==> src/rtl/branch_pkg.sv <==
// branch_pkg
//   Shared branch definitions used by the decoder, the combinational decider
//   and the registered branch_resolve_unit.
//   - BR_* : 3-bit branch type codes (110/111 reserved, resolve as not taken)
//   - br_type_t : branch type field
//   - laneIdxW() : width of a lane index, never less than 1 bit
package branch_pkg;

  typedef logic [2:0] br_type_t;

  localparam br_type_t BR_BEQ  = 3'b000;
  localparam br_type_t BR_BNE  = 3'b001;
  localparam br_type_t BR_BLT  = 3'b010;
  localparam br_type_t BR_BGE  = 3'b011;
  localparam br_type_t BR_BLTU = 3'b100;
  localparam br_type_t BR_BGEU = 3'b101;

  function automatic int laneIdxW(input int n);
    return (n > 1) ? $clog2(n) : 1;
  endfunction

endpackage

==> src/rtl/branch_cond_eval.sv <==
// branch_cond_eval
//   Combinational single-lane branch evaluation: full-width eq / signed-lt /
//   unsigned-lt compares followed by the branch type decode.
//   Ports:
//     brType : branch type code (br_type_t)
//     rs1    : operand 1, XLEN bits
//     rs2    : operand 2, XLEN bits
//     dec    : resolved direction (1 = taken)
module branch_cond_eval
  import branch_pkg::*;
#(
  parameter int XLEN = 32
) (
  input  br_type_t          brType,
  input  logic [XLEN-1:0]   rs1,
  input  logic [XLEN-1:0]   rs2,
  output logic              dec
);

  logic isEq;
  logic isSlt;
  logic isUlt;

  assign isEq  = (rs1 == rs2);
  assign isSlt = ($signed(rs1) < $signed(rs2));
  assign isUlt = (rs1 < rs2);

  always_comb begin
    dec = 1'b0;
    unique case (brType)
      BR_BEQ:  dec = isEq;
      BR_BNE:  dec = ~isEq;
      BR_BLT:  dec = isSlt;
      BR_BGE:  dec = ~isSlt;
      BR_BLTU: dec = isUlt;
      BR_BGEU: dec = ~isUlt;
      default: dec = 1'b0;
    endcase
  end

endmodule

==> src/rtl/branch_resolve_unit.sv <==
// branch_resolve_unit
//   Registered multi-lane branch resolver. Each bundle carries up to NUM_LANES
//   branches (lane 0 oldest). Outcomes are compared with the front-end
//   prediction, lanes younger than the oldest mispredict are killed, and the
//   result is held in a single valid/ready output stage. Per-lane saturating
//   mispredict counters are updated when a result bundle is accepted.
//   Ports:
//     clk, rst_n         : clock (rising edge), async active-low reset
//     mode               : 1 = unified (lane 0 only), 0 = split (all lanes)
//     in_valid/in_ready  : input bundle handshake (per-lane valid)
//     branch_type        : per-lane 3-bit type, lane i at [3i+2:3i]
//     rs1, rs2           : per-lane XLEN operands
//     pred_taken         : per-lane front-end prediction
//     out_valid/out_ready: output bundle handshake
//     out_lane_valid     : lane carries a live resolved branch
//     taken, mispredict  : per-lane resolved direction / mispredict flag
//     flush, flush_lane  : redirect request and oldest mispredicting lane
//     clear_stats        : synchronous clear of all counters
//     mispredict_cnt     : per-lane CNT_W-bit saturating counters
module branch_resolve_unit
  import branch_pkg::*;
#(
  parameter int NUM_LANES = 2,
  parameter int XLEN      = 32,
  parameter int CNT_W     = 16
) (
  input  logic                                 clk,
  input  logic                                 rst_n,
  input  logic                                 mode,
  input  logic [NUM_LANES-1:0]                 in_valid,
  output logic                                 in_ready,
  input  logic [3*NUM_LANES-1:0]               branch_type,
  input  logic [XLEN*NUM_LANES-1:0]            rs1,
  input  logic [XLEN*NUM_LANES-1:0]            rs2,
  input  logic [NUM_LANES-1:0]                 pred_taken,
  output logic                                 out_valid,
  input  logic                                 out_ready,
  output logic [NUM_LANES-1:0]                 out_lane_valid,
  output logic [NUM_LANES-1:0]                 taken,
  output logic [NUM_LANES-1:0]                 mispredict,
  output logic                                 flush,
  output logic [laneIdxW(NUM_LANES)-1:0]       flush_lane,
  input  logic                                 clear_stats,
  output logic [CNT_W*NUM_LANES-1:0]           mispredict_cnt
);

  localparam int LIDX_W = laneIdxW(NUM_LANES);
  localparam logic [CNT_W-1:0] CNT_MAX = '1;

  logic [NUM_LANES-1:0] effValid;
  logic [NUM_LANES-1:0] laneDec;
  logic                 inFire;
  logic                 outAccept;

  logic [NUM_LANES-1:0] nxtLaneValid;
  logic [NUM_LANES-1:0] nxtTaken;
  logic [NUM_LANES-1:0] nxtMiss;
  logic [LIDX_W-1:0]    nxtFlushLane;
  logic                 missSeen;

  logic                 outValidQ;
  logic [NUM_LANES-1:0] laneValidQ;
  logic [NUM_LANES-1:0] takenQ;
  logic [NUM_LANES-1:0] missQ;
  logic [LIDX_W-1:0]    flushLaneQ;
  logic [CNT_W-1:0]     cntQ [NUM_LANES];

  for (genvar g = 0; g < NUM_LANES; g++) begin : gLane
    branch_cond_eval #(
      .XLEN (XLEN)
    ) uEval (
      .brType (branch_type[3*g +: 3]),
      .rs1    (rs1[XLEN*g +: XLEN]),
      .rs2    (rs2[XLEN*g +: XLEN]),
      .dec    (laneDec[g])
    );

    assign mispredict_cnt[CNT_W*g +: CNT_W] = cntQ[g];
  end

  // Unified mode keeps only lane 0; upper lanes are invisible to the unit.
  always_comb begin
    effValid = '0;
    for (int i = 0; i < NUM_LANES; i++) begin
      effValid[i] = in_valid[i] & (~mode | (i == 0));
    end
  end

  assign in_ready  = ~outValidQ | out_ready;
  assign inFire    = in_ready & (|effValid);
  assign outAccept = outValidQ & out_ready;

  // Walk lanes oldest-first; once a mispredict is found every younger lane
  // is dropped, so at most one lane can ever carry the mispredict flag.
  always_comb begin
    nxtLaneValid = '0;
    nxtTaken     = '0;
    nxtMiss      = '0;
    nxtFlushLane = '0;
    missSeen     = 1'b0;
    for (int i = 0; i < NUM_LANES; i++) begin
      if (!missSeen && effValid[i]) begin
        nxtLaneValid[i] = 1'b1;
        nxtTaken[i]     = laneDec[i];
        if (laneDec[i] != pred_taken[i]) begin
          nxtMiss[i]   = 1'b1;
          nxtFlushLane = LIDX_W'(i);
          missSeen     = 1'b1;
        end
      end
    end
  end

  always_ff @(posedge clk or negedge rst_n) begin
    if (!rst_n) begin
      outValidQ  <= 1'b0;
      laneValidQ <= '0;
      takenQ     <= '0;
      missQ      <= '0;
      flushLaneQ <= '0;
    end else if (inFire) begin
      outValidQ  <= 1'b1;
      laneValidQ <= nxtLaneValid;
      takenQ     <= nxtTaken;
      missQ      <= nxtMiss;
      flushLaneQ <= nxtFlushLane;
    end else if (out_ready) begin
      // Drained with nothing new: return lane outputs to their idle zeros.
      outValidQ  <= 1'b0;
      laneValidQ <= '0;
      takenQ     <= '0;
      missQ      <= '0;
      flushLaneQ <= '0;
    end
  end

  // Counters are keyed off the accepted bundle (the one leaving this cycle),
  // not the one being captured. Clear has priority over any increment.
  always_ff @(posedge clk or negedge rst_n) begin
    if (!rst_n) begin
      for (int i = 0; i < NUM_LANES; i++) cntQ[i] <= '0;
    end else if (clear_stats) begin
      for (int i = 0; i < NUM_LANES; i++) cntQ[i] <= '0;
    end else if (outAccept) begin
      for (int i = 0; i < NUM_LANES; i++) begin
        if (missQ[i] && (cntQ[i] != CNT_MAX)) cntQ[i] <= cntQ[i] + 1'b1;
      end
    end
  end

  assign out_valid      = outValidQ;
  assign out_lane_valid = laneValidQ;
  assign taken          = takenQ;
  assign mispredict     = missQ;
  assign flush_lane     = flushLaneQ;
  assign flush          = outValidQ & (|missQ);

endmodule
==> config.mk <==
export PLATFORM = sky130hd
export DESIGN_NAME = branch_resolve_unit
export DESIGN_NICKNAME = d
export VERILOG_FILES = /design/src/rtl/branch_pkg.sv /design/src/rtl/branch_cond_eval.sv /design/src/rtl/branch_resolve_unit.sv
export SDC_FILE = /design/constraint.sdc
export NUM_CORES = 1
export LEC_CHECK = 0
export BUFFER_PORTS_ARGS = -buffer_cell sky130_fd_sc_hd__buf_2
export CORE_ASPECT_RATIO = 1.1
export CORE_MARGIN = 1
export CORE_UTILIZATION = 47
export CTS_CLUSTER_DIAMETER = 120
export DETAILED_ROUTE_END_ITERATION = 7
export PLACE_DENSITY_LB_ADDON = 0.1
export SLEW_MARGIN = 0
export SYNTH_ARGS = -nofsm -noshare
export SYNTH_HDL_FRONTEND = slang
export SYNTH_SLANG_ARGS = --single-unit
==> constraint.sdc <==
create_clock -name clk -period 2.7 [get_ports clk]
set_input_delay 0.81 -clock clk [delete_from_list [all_inputs] [get_ports clk]]
set_output_delay 0.81 -clock clk [all_outputs]
set_load 0.01 [all_outputs]
**Word level (Yosys, flattened, before mapping)**

Cells that the tools add are included.
W data, S select, Z words.

- Register bits after elaboration: 40
- Latch bits: 0
- Memory bits (writable): 0
- ROM bits: 0
- Output and inout bits: 42
- Word-level logic and storage cells: 77
- Memories kept: 0

- $add $sub $neg: 2
- Multiply operators: 0
- Div/mod/pow operators: 0
- Magnitude comparators: 4
- Eq/ne operators: 16
- Shift operators: 0
- Multiplexer cells: 21
- Bitwise operators: 13
- Reduce and logical (&&, ||, !) cells: 14

Operators with widths:

| cell | count |
|---|---|
| $lt A32 B32 Y1 | 4 |
| $eq A32 B32 Y1 | 2 |
| $mux W32 | 2 |
| $add A16 B1 Y16 const B | 2 |
| $mux W16 | 2 |
| $ne A16 B16 Y1 const B | 2 |
| $eq A3 B2 Y1 const B | 4 |
| $eq A3 B3 Y1 const B | 4 |
| $pmux W1 S6 | 2 |
| $mux W1 | 11 |
| $mux W2 | 4 |
| $not A1 Y1 | 8 |
| $reduce_bool A2 Y1 | 4 |
| $eq A3 B1 Y1 const B | 2 |
| $logic_not A3 Y1 | 2 |
| $and A1 B1 Y1 | 4 |
| $reduce_and A2 Y1 | 2 |
| $reduce_or A2 Y1 | 2 |
| $logic_and A1 B1 Y1 | 3 |
| $ne A1 B1 Y1 | 2 |
| $logic_not A1 Y1 | 1 |
| $or A1 B1 Y1 | 1 |

**Depth between registers and ports, before layout**

Gate-level depths: netlist (run 1).

- Depth in word-level cells: 10
- Depth in mapped cells: 10
- Depth with buffers taken out: 10

**Cells and area by module**

From an unflattened synthesis (run 1), not the netlist that was laid out.

- Cell total of the unflattened synthesis: 464
- Area total of the unflattened synthesis: 3966.3 µm²

By module, submodules not included:

| module | times used | cells each | area an instance (µm²) | seq. area each (µm²) |
|---|---|---|---|---|
| branch_resolve_unit | 1 | 218 | 2184.6 | 975.9 |
| branch_cond_eval | 2 | 123 | 890.9 | 0.0 |

**Worst setup path after synthesis (run 1)**

No wires, ideal clock.

- Path kind: input-to-reg
- From: in rs2[19]
- To: reg takenQ[1], in the netlist taken[1]
- Arrival: 2.655 ns
- Path slack: -0.086 ns
- Cell stages on the path: 10
- Path buffers: 0
- Path through: inv_1 ha_1 and4_1 and4bb_1 and3_1 o311a_1 o211a_1 nor2_4 mux2i_1 o31ai_1

- Word-level cells in the longest chain between the ends: 10

Ends and longest elaborated chain:

| element | line | text |
|---|---|---|
| from (decl) | branch_resolve_unit.sv:34 | `input logic [XLEN*NUM_LANES-1:0] rs2,` |
| $lt A32 B32 Y1 (tied with other cells) | branch_cond_eval.sv:26 | `assign isUlt = (rs1 < rs2);` |
| $not A1 Y1 (on tied branches) | branch_cond_eval.sv:36, branch_cond_eval.sv:32, branch_cond_eval.sv:34 |  |
| $pmux W1 S6 * | branch_cond_eval.sv:30 | `unique case (brType)` |
| $ne A1 B1 Y1 * | branch_resolve_unit.sv:105 | `if (laneDec[i] != pred_taken[i]) begin` |
| $mux W1 * | branch_resolve_unit.sv:105 |  |
| $mux W1 * | branch_resolve_unit.sv:102 | `if (!missSeen && effValid[i]) begin` |
| $logic_not A1 Y1 * | branch_resolve_unit.sv:102 |  |
| $logic_and A1 B1 Y1 * | branch_resolve_unit.sv:102 |  |
| $mux W1 * | branch_resolve_unit.sv:102 |  |
| $mux W2 * | branch_resolve_unit.sv:121 | `end else if (inFire) begin` |
| to (signal assigned) | branch_resolve_unit.sv:124 | `takenQ <= nxtTaken;` |
| to (decl) | branch_resolve_unit.sv:63 | `logic [NUM_LANES-1:0] takenQ;` |

Every way passes the cells marked *; elsewhere a longest branch is shown, timed or not.
A chain may end at the register's enable or synchronous reset.

**Worst setup path in the final report (run 1)**

- From: in rs2[22]
- To: reg missQ[1], in the netlist mispredict[1]

- Word-level cells in the longest chain between the ends: 10

Ends and longest elaborated chain:

| element | line | text |
|---|---|---|
| $lt A32 B32 Y1 (tied with other cells) | branch_cond_eval.sv:26 |  |
| $not A1 Y1 (on tied branches) | branch_cond_eval.sv:36, branch_cond_eval.sv:32, branch_cond_eval.sv:34 |  |
| $pmux W1 S6 * | branch_cond_eval.sv:30 |  |
| $ne A1 B1 Y1 * | branch_resolve_unit.sv:105 |  |
| $mux W1 * | branch_resolve_unit.sv:105 |  |
| $mux W1 * | branch_resolve_unit.sv:102 |  |
| $logic_not A1 Y1 * | branch_resolve_unit.sv:102 |  |
| $logic_and A1 B1 Y1 * | branch_resolve_unit.sv:102 |  |
| $mux W1 * | branch_resolve_unit.sv:102 |  |
| $mux W2 * | branch_resolve_unit.sv:121 |  |
| to (signal assigned) | branch_resolve_unit.sv:125 | `missQ <= nxtMiss;` |
| to (decl) | branch_resolve_unit.sv:64 | `logic [NUM_LANES-1:0] missQ;` |

Marks and branches as above.

==> impl_metrics.ini, run 1 <==
[global_route]
grt_use_total = 0.234
grt_pass1_vias = 3816
grt_first_pass_wirelength_um = 15500
grt_overflow = 0
grt_max_degree = 40
antenna_found_initial = 0

[run_status]
outcome = complete, no violations

[power]
internal_power_w = 0.00119
powerDensity_mw_per_mm2 = 306
ir_drop_mv = 0.278
p_sw_w = 0.000486
seqPwrFrac = 0.367
clkPwrFrac = 0.297
swShare = 0.291
p_leak_nw = 2.93
comb_power_share = 0.336

[sta]
finalCriticalPeriod_ns = 2.65
fin_setup_tns_ns = 0
finalCritPeriodShare = 0.981
drv_slew = 0
worst-slew-pin-transition_ns = 0.861
hold_viol = 0
rsz0062_at_grt = yes
fin_skew_ns = 0.00522
slew_headroom = 0.426
max_freq_ghz = 0.378
finalSetupViolations = 0

[clock_network]
cts_buffers = 5
clockRootBuffer = clkbuf_8
insertion_delay_ns = 0.28
postCtsHoldBufs = 0
h-tree-depth = 2
clock_path_buffers = 2
numClockSinks = 39
clk_pin_slew_ns = 0.07
cts_tree = yes

[floorplanning]
die_w_um = 86.5
core-area_mm2 = 0.00751
die-area_mm2 = 0.00821
initial_core_util = 0.491
fp.dieH_um = 95.0
placementRows = 33
ios = 185

[flow_run]
drv_cap = 0

[worst_hold_path]
worstHoldPathCells = 1
hp-class = reg -> reg

[placement]
placed_area_mm2 = 0.00498
hpwl_um = 7770
globalplace.congestion = 0.819
port_buffers = 184

[critical_path]
reg2reg_depth = 9
crit_fanout = 3
crit_path_end_kind = flip-flop
cp.required_ns = 2.87
cp-start-kind = input pin
path_class = in -> reg
worstPathArrival_ns = 2.82

[layout]
final_nets = 854
final_cell_area_mm2 = 0.00547
final_common_cell = buf_2
final_cell_mix = 174 x buf_2, 47 x inv_1, 41 x ha_1
syn_to_final_growth_pct = 48.0
drive_gt1_frac = 0.433
diodes = 0

[drt]
m1WireLength_um = 4060
dr_wl_met2_um = 5320
vias = 3949
viasPerCell = 5.26
routed.top_layer = met4
postRouteAntennaNets = 0
wl_per_cell_um = 13.8
firstDrtPassIters = 4
wl_um = 10400
route.detailed.drc = 0
wl_met3_um = 699
drtIter0Drc = 101

[yosys]
netlist_area_mm2 = 0.00369
ys_warn_count = 0
postSynthCellCount = 437
postSynth.asyncResetShare = 1.00
synth_edf_count = 0
syn-num-nets = 646
ys_seq_area_frac = 0.264
syn_area_per_cell_um2 = 8.45
ys.flop_type = dfrtp_1
synth_seq_cells = 39
synth_cell_types = 50
## what timing repair did
item / CTS / global route
setup endpoints to repair: 3 / 5
pin swaps: 3 / 29
gates resized for setup: 3 / 60
cloned: 0 / 0
setup buffers: 1 / 2
## cell families after synthesis
group                      share of synthesized area
AOI/OAI and AO/OA                              0.144
xor gates and xnor gates                      0.0735
adders and majority gates                      0.224
buffers and inverters                         0.0762
DFF                                            0.264
muxes                                         0.0108
and+or+nand+nor                                0.207
## state kept, by name, indices dropped and copies added, names as in the netlist
register,flops
out_lane_valid,2
taken,2
mispredict_cnt,32
mispredict,2
out_valid,1
## cell type report
type / instances / area, um2
clock buffer: 6 / 82.6
clock inverter: 2 / 35.0
fill: 605 / 2050
inverter: 69 / 279
multi-input combinational: 324 / 2810
sequential: 39 / 976
tap: 105 / 131
timing repair buffer: 206 / 1150
## cells in the mapped netlist, types with 2 or more instances
cell | instances | area [um2]
o21a_1 | 2 | 15.0
nand2_1 | 34 | 128
o31ai_1 | 2 | 15.0
nand3_1 | 18 | 90.1
o211a_1 | 4 | 40.0
and3_1 | 3 | 18.8
xor2_1 | 23 | 201
nor2_1 | 40 | 150
a2111oi_0 | 2 | 17.5
dfrtp_1 | 39 | 976
ha_1 | 66 | 826
a21o_1 | 13 | 97.6
o311a_1 | 2 | 20.0
and4_1 | 12 | 105
o21ai_0 | 9 | 45.0
o311ai_0 | 2 | 17.5
a221oi_1 | 2 | 17.5
nor3_1 | 4 | 20.0
mux2i_1 | 4 | 40.0
nor4_1 | 2 | 12.5
nand4_1 | 15 | 93.8
clkbuf_1 | 4 | 15.0
nand2b_1 | 3 | 18.8
a211oi_1 | 2 | 15.0
inv_1 | 69 | 259
a21oi_1 | 23 | 115
nor2b_1 | 6 | 37.5
o211ai_1 | 3 | 22.5
xnor2_1 | 8 | 70.1
## path summary, 6_finish.rpt
check                              startpoint            endpoint  slack, ns
setup / recovery                      rs2[22]       mispredict[1]       0.05
hold / removal                       taken[0]            taken[0]       0.49
setup reg to reg           mispredict_cnt[16]  mispredict_cnt[25]       0.42
hold reg to reg                      taken[0]            taken[0]       0.49
max in group asynchronous               rst_n  mispredict_cnt[11]       1.52
min in group asynchronous               rst_n  mispredict_cnt[26]       0.63
## power by group through the flow
| stage | Sequential (W) | Clock (W) | Combinational, W |
|---|---|---|---|
| finish | 0.000613 | 0.000497 | 0.000562 |
| global route | 0.000615 | 0.000524 | 0.000635 |
| CTS | 0.000613 | 0.000508 | 0.000493 |
| detailed placement | 0.000625 | 0 | 0.000486 |
| global placement | 0.000624 | 0 | 0.000469 |
| floorplan | 0.000627 | 0 | 0.000250 |
## critical path, cell delays in order
cell	delay, ns
buf_2	0.09
inv_2	0.04
ha_4	0.25
and4_1	0.20
and4bb_2	0.28
nand3_2	0.09
o311a_1	0.33
o211a_1	0.23
nor2_4	0.12
mux2i_4	0.27
o31ai_1	0.09
## layer usage
layer	vias to the layer above	global-route usage
met5	-	0
met4	0	0.0694
met3	28	0.0428
met2	148	0.442
met1	1824	0.265
li1	1949	-
## through the flow
step                      instances  setup slack, ns   util  hold slack (ns)  power [W]
after floorplan                 437          -0.0463      -            0.514   0.000877
after global placement          740           -0.309  0.663            0.457    0.00109
after detailed placement        740           -0.361  0.663            0.480    0.00111
after CTS                       749           0.0116  0.681            0.503    0.00161
after global routing            751          -0.0227  0.727            0.514    0.00177
final                           751           0.0521  0.727            0.492    0.00167
No activity file was read; power rests on OpenSTA's default activity.
==> run 2, diff against run 1 <==
--- a/config.mk
+++ b/config.mk
@@ -8,9 +8,10 @@
 export BUFFER_PORTS_ARGS = -buffer_cell sky130_fd_sc_hd__buf_2
 export CORE_ASPECT_RATIO = 1.1
 export CORE_MARGIN = 1
-export CORE_UTILIZATION = 47
+export CORE_UTILIZATION = 42
 export CTS_CLUSTER_DIAMETER = 120
 export DETAILED_ROUTE_END_ITERATION = 7
+export MAX_ROUTING_LAYER = met4
 export PLACE_DENSITY_LB_ADDON = 0.1
 export SLEW_MARGIN = 0
 export SYNTH_ARGS = -nofsm -noshare
==> constraint.sdc (replaced) <==
create_clock -name clk -period 2.2 [get_ports clk]
set_input_delay 0.66 -clock clk [delete_from_list [all_inputs] [get_ports clk]]
set_output_delay 0.66 -clock clk [all_outputs]
set_load 0.01 [all_outputs]
==> impl_metrics.ini, run 2 (same netlist as run 1, synthesis figures left out) <==
[layout]
drive_gt1_frac = 0.421
final_cell_mix = 160 x buf_2, 53 x inv_1, 49 x ha_1
diodes = 0
final_common_cell = buf_2
largest_reg_flops = 32
syn_to_final_growth_pct = 50.5
final_nets = 863

[global_route]
grt_max_degree = 40
grt_overflow = 0
antenna_found_initial = 0
grt_use_total = 0.226
grt_first_pass_wirelength_um = 16500
grt_pass1_vias = 3918

[power]
comb_power_share = 0.338
powerDensity_mw_per_mm2 = 370
ir_drop_mv = 0.335
clkPwrFrac = 0.297
swShare = 0.285
seqPwrFrac = 0.365
power.total_w = 0.00205
p_leak_nw = 3.03
internal_power_w = 0.00147
p_sw_w = 0.000585

[drt]
m1WireLength_um = 4190
wl_um = 10100
dr_wl_met2_um = 5260
firstDrtPassIters = 4
postRouteAntennaNets = 0
wl_met3_um = 496
routed.top_layer = met4
wl_per_cell_um = 13.2
vias = 3880
route.detailed.drc = 0
viasPerCell = 5.07
drtIter0Drc = 75

[floorplanning]
placementRows = 35
initial_core_util = 0.437
core-area_mm2 = 0.00845
ios = 185
die_w_um = 91.4
fp.dieH_um = 100
die-area_mm2 = 0.00917

[sta]
slew_headroom = 0.658
finalSetupViolations = 5
worst-slew-pin-transition_ns = 0.513
holdWs_ns = 0.428
hold_viol = 0
fin_ws_ns = -0.394
finalCriticalPeriod_ns = 2.59
rsz0062_at_grt = yes
fin_setup_tns_ns = -1.73
fin_skew_ns = 0.00786
finalCritPeriodShare = 1.18
drv_slew = 0
max_freq_ghz = 0.385

[placement]
port_buffers = 184
pre_cts_ws_ns = -0.756
hpwl_um = 7990
globalplace.congestion = 0.856

[critical_path]
r2r_end = mispredict_cnt[15]
cp.required_ns = 2.36
path_class = in -> reg
crit_path_end_kind = flip-flop
crit_fanout = 3
critPathBufInv = 2
cp-start-kind = input pin
reg2reg_setup_slack_ns = 0.17
path_cells = buf_6 > inv_2 > ha_4 > nand4_1 > and4bb_2 > nand3_2 > o311a_1 > o211a_1 > nor2_4 > mux2i_4 > o31ai_1
reg2reg_depth = 9
cp_slowest_cell = and4bb_2
cp.depth = 11
reg2reg_from = mispredict_cnt[0]
worstPathArrival_ns = 2.76
critPathTopFamily = simple AND/OR/NAND/NOR gates
max_stage_delay_ns = 0.39

[clock_network]
h-tree-depth = 2
cts_tree = yes
clockRootBuffer = clkbuf_8
postCtsHoldBufs = 0
clock_path_buffers = 2
cts_buffers = 5
clk_pin_slew_ns = 0.08
insertion_delay_ns = 0.28
numClockSinks = 39

[run_status]
violations = setup timing
outcome = complete, but fails checks

[flow_run]
drv_cap = 0

[worst_hold_path]
hp-class = in -> async
[run 2: cell types whose count changed in the layout (fill, tap and decap cells not counted), moves of 2 or more]
cell	change
ha_4	-8
ha_1	+8
buf_4	+9
o311ai_0	+2
inv_2	-8
buf_6	+13
o311ai_1	-2
inv_4	+2
buf_2	-14
inv_1	+6
[run 2: how the worst max path moves through the flow]
stage	from	endpoint	slack, ns
after floorplan	rs2[23]	taken[1]	-0.40
after detailed placement	rs2[23]	out_lane_valid[1]	-0.76
after global placement	rs2[23]	taken[1]	-0.66
final	rs2[28]	mispredict[1]	-0.39
after global routing	rs2[29]	mispredict[1]	-0.46
after CTS	rs2[27]	out_lane_valid[1]	-0.28
[run 2: layout make-up]
| class | count | area (um2) |
|---|---|---|
| clock inverter | 2 | 35.0 |
| inverter | 69 | 284 |
| tap | 111 | 139 |
| timing repair buffer | 215 | 1310 |
| fill | 723 | 2900 |
| clock buffer | 6 | 82.6 |
| multi-input combinational | 324 | 2730 |
| sequential | 39 | 976 |
[run 2: what timing repair did]
action | CTS | global route
hold endpoints to repair | 0 | 0
pin swaps | 23 | 14
endpoints found under the setup margin | 5 | 13
setup buffers | 3 | 1
gates resized for setup | 48 | 18
[run 2: metal layers]
layer,global-route usage,vias up
met2,0.433,122
met4,0.0379,0
met1,0.250,1783
li1,-,1961
met3,0.0341,14
met5,-,-
[run 2: power groups by stage]
stage	logic (W)	registers, W	clock network (W)
floorplan	0.000307	0.000769	0
global placement	0.000594	0.000763	0
detailed placement	0.000611	0.000764	0
CTS	0.000673	0.000749	0.000625
global route	0.000781	0.000752	0.000660
finish	0.000696	0.000749	0.000610
[run 2: through the flow]
step / utilization / instances / area, um2
final: 0.657 / 766 / 5560
after floorplan: - / 437 / 3810
after global routing: 0.657 / 766 / 5560
after detailed placement: 0.597 / 754 / 5050
after CTS: 0.645 / 765 / 5450
after global placement: 0.597 / 754 / 5050
==> run 3, diff against run 2 <==
--- a/config.mk
+++ b/config.mk
@@ -13,6 +13,7 @@
 export DETAILED_ROUTE_END_ITERATION = 7
 export MAX_ROUTING_LAYER = met4
 export PLACE_DENSITY_LB_ADDON = 0.1
+export REMOVE_ABC_BUFFERS = 1
 export SLEW_MARGIN = 0
 export SYNTH_ARGS = -nofsm -noshare
 export SYNTH_HDL_FRONTEND = slang
==> impl_metrics.ini, run 3 (same netlist as run 1, synthesis figures left out) <==
[run_status]
outcome = complete, but fails checks
violations = setup timing

[drt]
wl_per_cell_um = 13.1
wl_um = 10100
firstDrtPassIters = 4
drtIter0Drc = 93
vias = 3871
viasPerCell = 5.01
route.detailed.drc = 0
postRouteAntennaNets = 0

[critical_path]
worstPathArrival_ns = 2.66
path_class = in -> reg
crit_path_end_kind = flip-flop
crit_fanout = 3
reg2reg_setup_slack_ns = 0.16
reg2reg_depth = 9
cp-start-kind = input pin
reg2reg_from = mispredict_cnt[9]
r2r_end = mispredict_cnt[10]
cp.required_ns = 2.37

[flow_run]
drv_cap = 0

[sta]
max_freq_ghz = 0.401
slew_headroom = 0.656
fin_ws_ns = -0.291
finalCritPeriodShare = 1.13
fin_skew_ns = 0.00517
worst-slew-pin-transition_ns = 0.516
finalSetupViolations = 5
hold_viol = 0
rsz0062_at_grt = yes
drv_slew = 0
fin_setup_tns_ns = -1.29
finalCriticalPeriod_ns = 2.49

[placement]
hpwl_um = 8170
globalplace.congestion = 0.803
port_buffers = 184

[clock_network]
cts_buffers = 5
clockRootBuffer = clkbuf_8
insertion_delay_ns = 0.29
cts_tree = yes
numClockSinks = 39
clock_path_buffers = 2
clk_pin_slew_ns = 0.07
h-tree-depth = 2

[layout]
drive_gt1_frac = 0.437
largest_reg_flops = 32
final_cell_mix = 159 x buf_2, 54 x inv_1, 46 x ha_1
utilization = 0.665
final_nets = 870
multi_input_area_mm2 = 0.00278
final_common_cell = buf_2
fill_cells = 694
ff_latch_area_um2 = 976
syn_to_final_growth_pct = 52.3

[power]
p_leak_nw = 3.05
powerDensity_mw_per_mm2 = 347
ir_drop_mv = 0.219

[floorplanning]
placementRows = 35
initial_core_util = 0.437
fp.dieH_um = 100
ios = 185
die_w_um = 91.4
die-area_mm2 = 0.00917
core-area_mm2 = 0.00845

[global_route]
grt_max_degree = 24
grt_pass1_vias = 3989
grt_overflow = 0
grt_use_total = 0.234
antenna_found_initial = 1
grt_first_pass_wirelength_um = 17000

[worst_hold_path]
hp-class = in -> async
run 3: cell types whose count changed in the layout (fill, tap and decap cells not counted), sizes merged:
cell | previous run | this run
buf | 215 | 222
bufinv | 1 | 0
diode | 0 | 1
run 3: critical path, cell delays in order:
cell and delay, ns:
buf_4 0.13, ha_4 0.25, nand4_1 0.12, and4bb_2 0.39, nand3_2 0.09, o311a_1 0.30, o211a_1 0.25, nor2_4 0.12
mux2i_4 0.26, o31ai_1 0.09
run 3: worst max-delay path by stage:
stage                        from  cells past startpoint                 to
final                     rs1[28]                     10           taken[1]
after global routing      rs1[28]                     11      mispredict[0]
after CTS                 rs2[23]                     11           taken[1]
after detailed placement  rs1[19]                     10  out_lane_valid[1]
after global placement    rs1[61]                     10      mispredict[1]
after floorplan           rs2[19]                     10           taken[1]
run 3: repair_timing:
item	4_1_cts	5_1_grt
setup endpoints to repair	5	10
pin swaps	22	5
hold buffers	0	0
gates resized for setup	77	17
setup buffers	4	0
run 3: layout make-up:
cell class / count / share of cell area
diodes: 1 / 0.000445
well taps: 111 / 0.0247
clock inverters: 1 / 0.000890
inverters: 69 / 0.0478
multi-input cells: 324 / 0.495
clock buffers: 6 / 0.0147
repair buffers: 222 / 0.243
flip-flops and latches: 39 / 0.174
run 3: layer usage:
layer  up-vias  global-route usage  routed length [um]
met4         0              0.0647                 246
li1       1986                   -                   -
met5         -                   -                   0
met1      1736               0.261                4310
met2       126               0.425                5060
met3        23              0.0447                 502
run 3: report_power, final:
part / switching (W) / internal (W) / total [W] / leakage, nW
sequential: 0.0000162 / 0.000733 / 0.000749 / 0.535
clock: 0.000237 / 0.000246 / 0.000483 / 0.0471
combinational: 0.000334 / 0.000386 / 0.000720 / 2.47
total: 0.000587 / 0.00137 / 0.00195 / 3.05
run 3: through the flow:
stage	area (um2)	hold WS, ns	total power, W	setup WS (ns)	std cells
4_1_cts	5550	0.353	0.00196	-0.254	772
3_3_place_gp	4980	0.457	0.00134	-0.622	761
3_5_place_dp	4980	0.471	0.00137	-0.692	761
6_report	5620	0.336	0.00195	-0.291	773
5_1_grt	5620	0.377	0.00210	-0.396	773
2_1_floorplan	3670	0.364	0.00105	-0.436	432
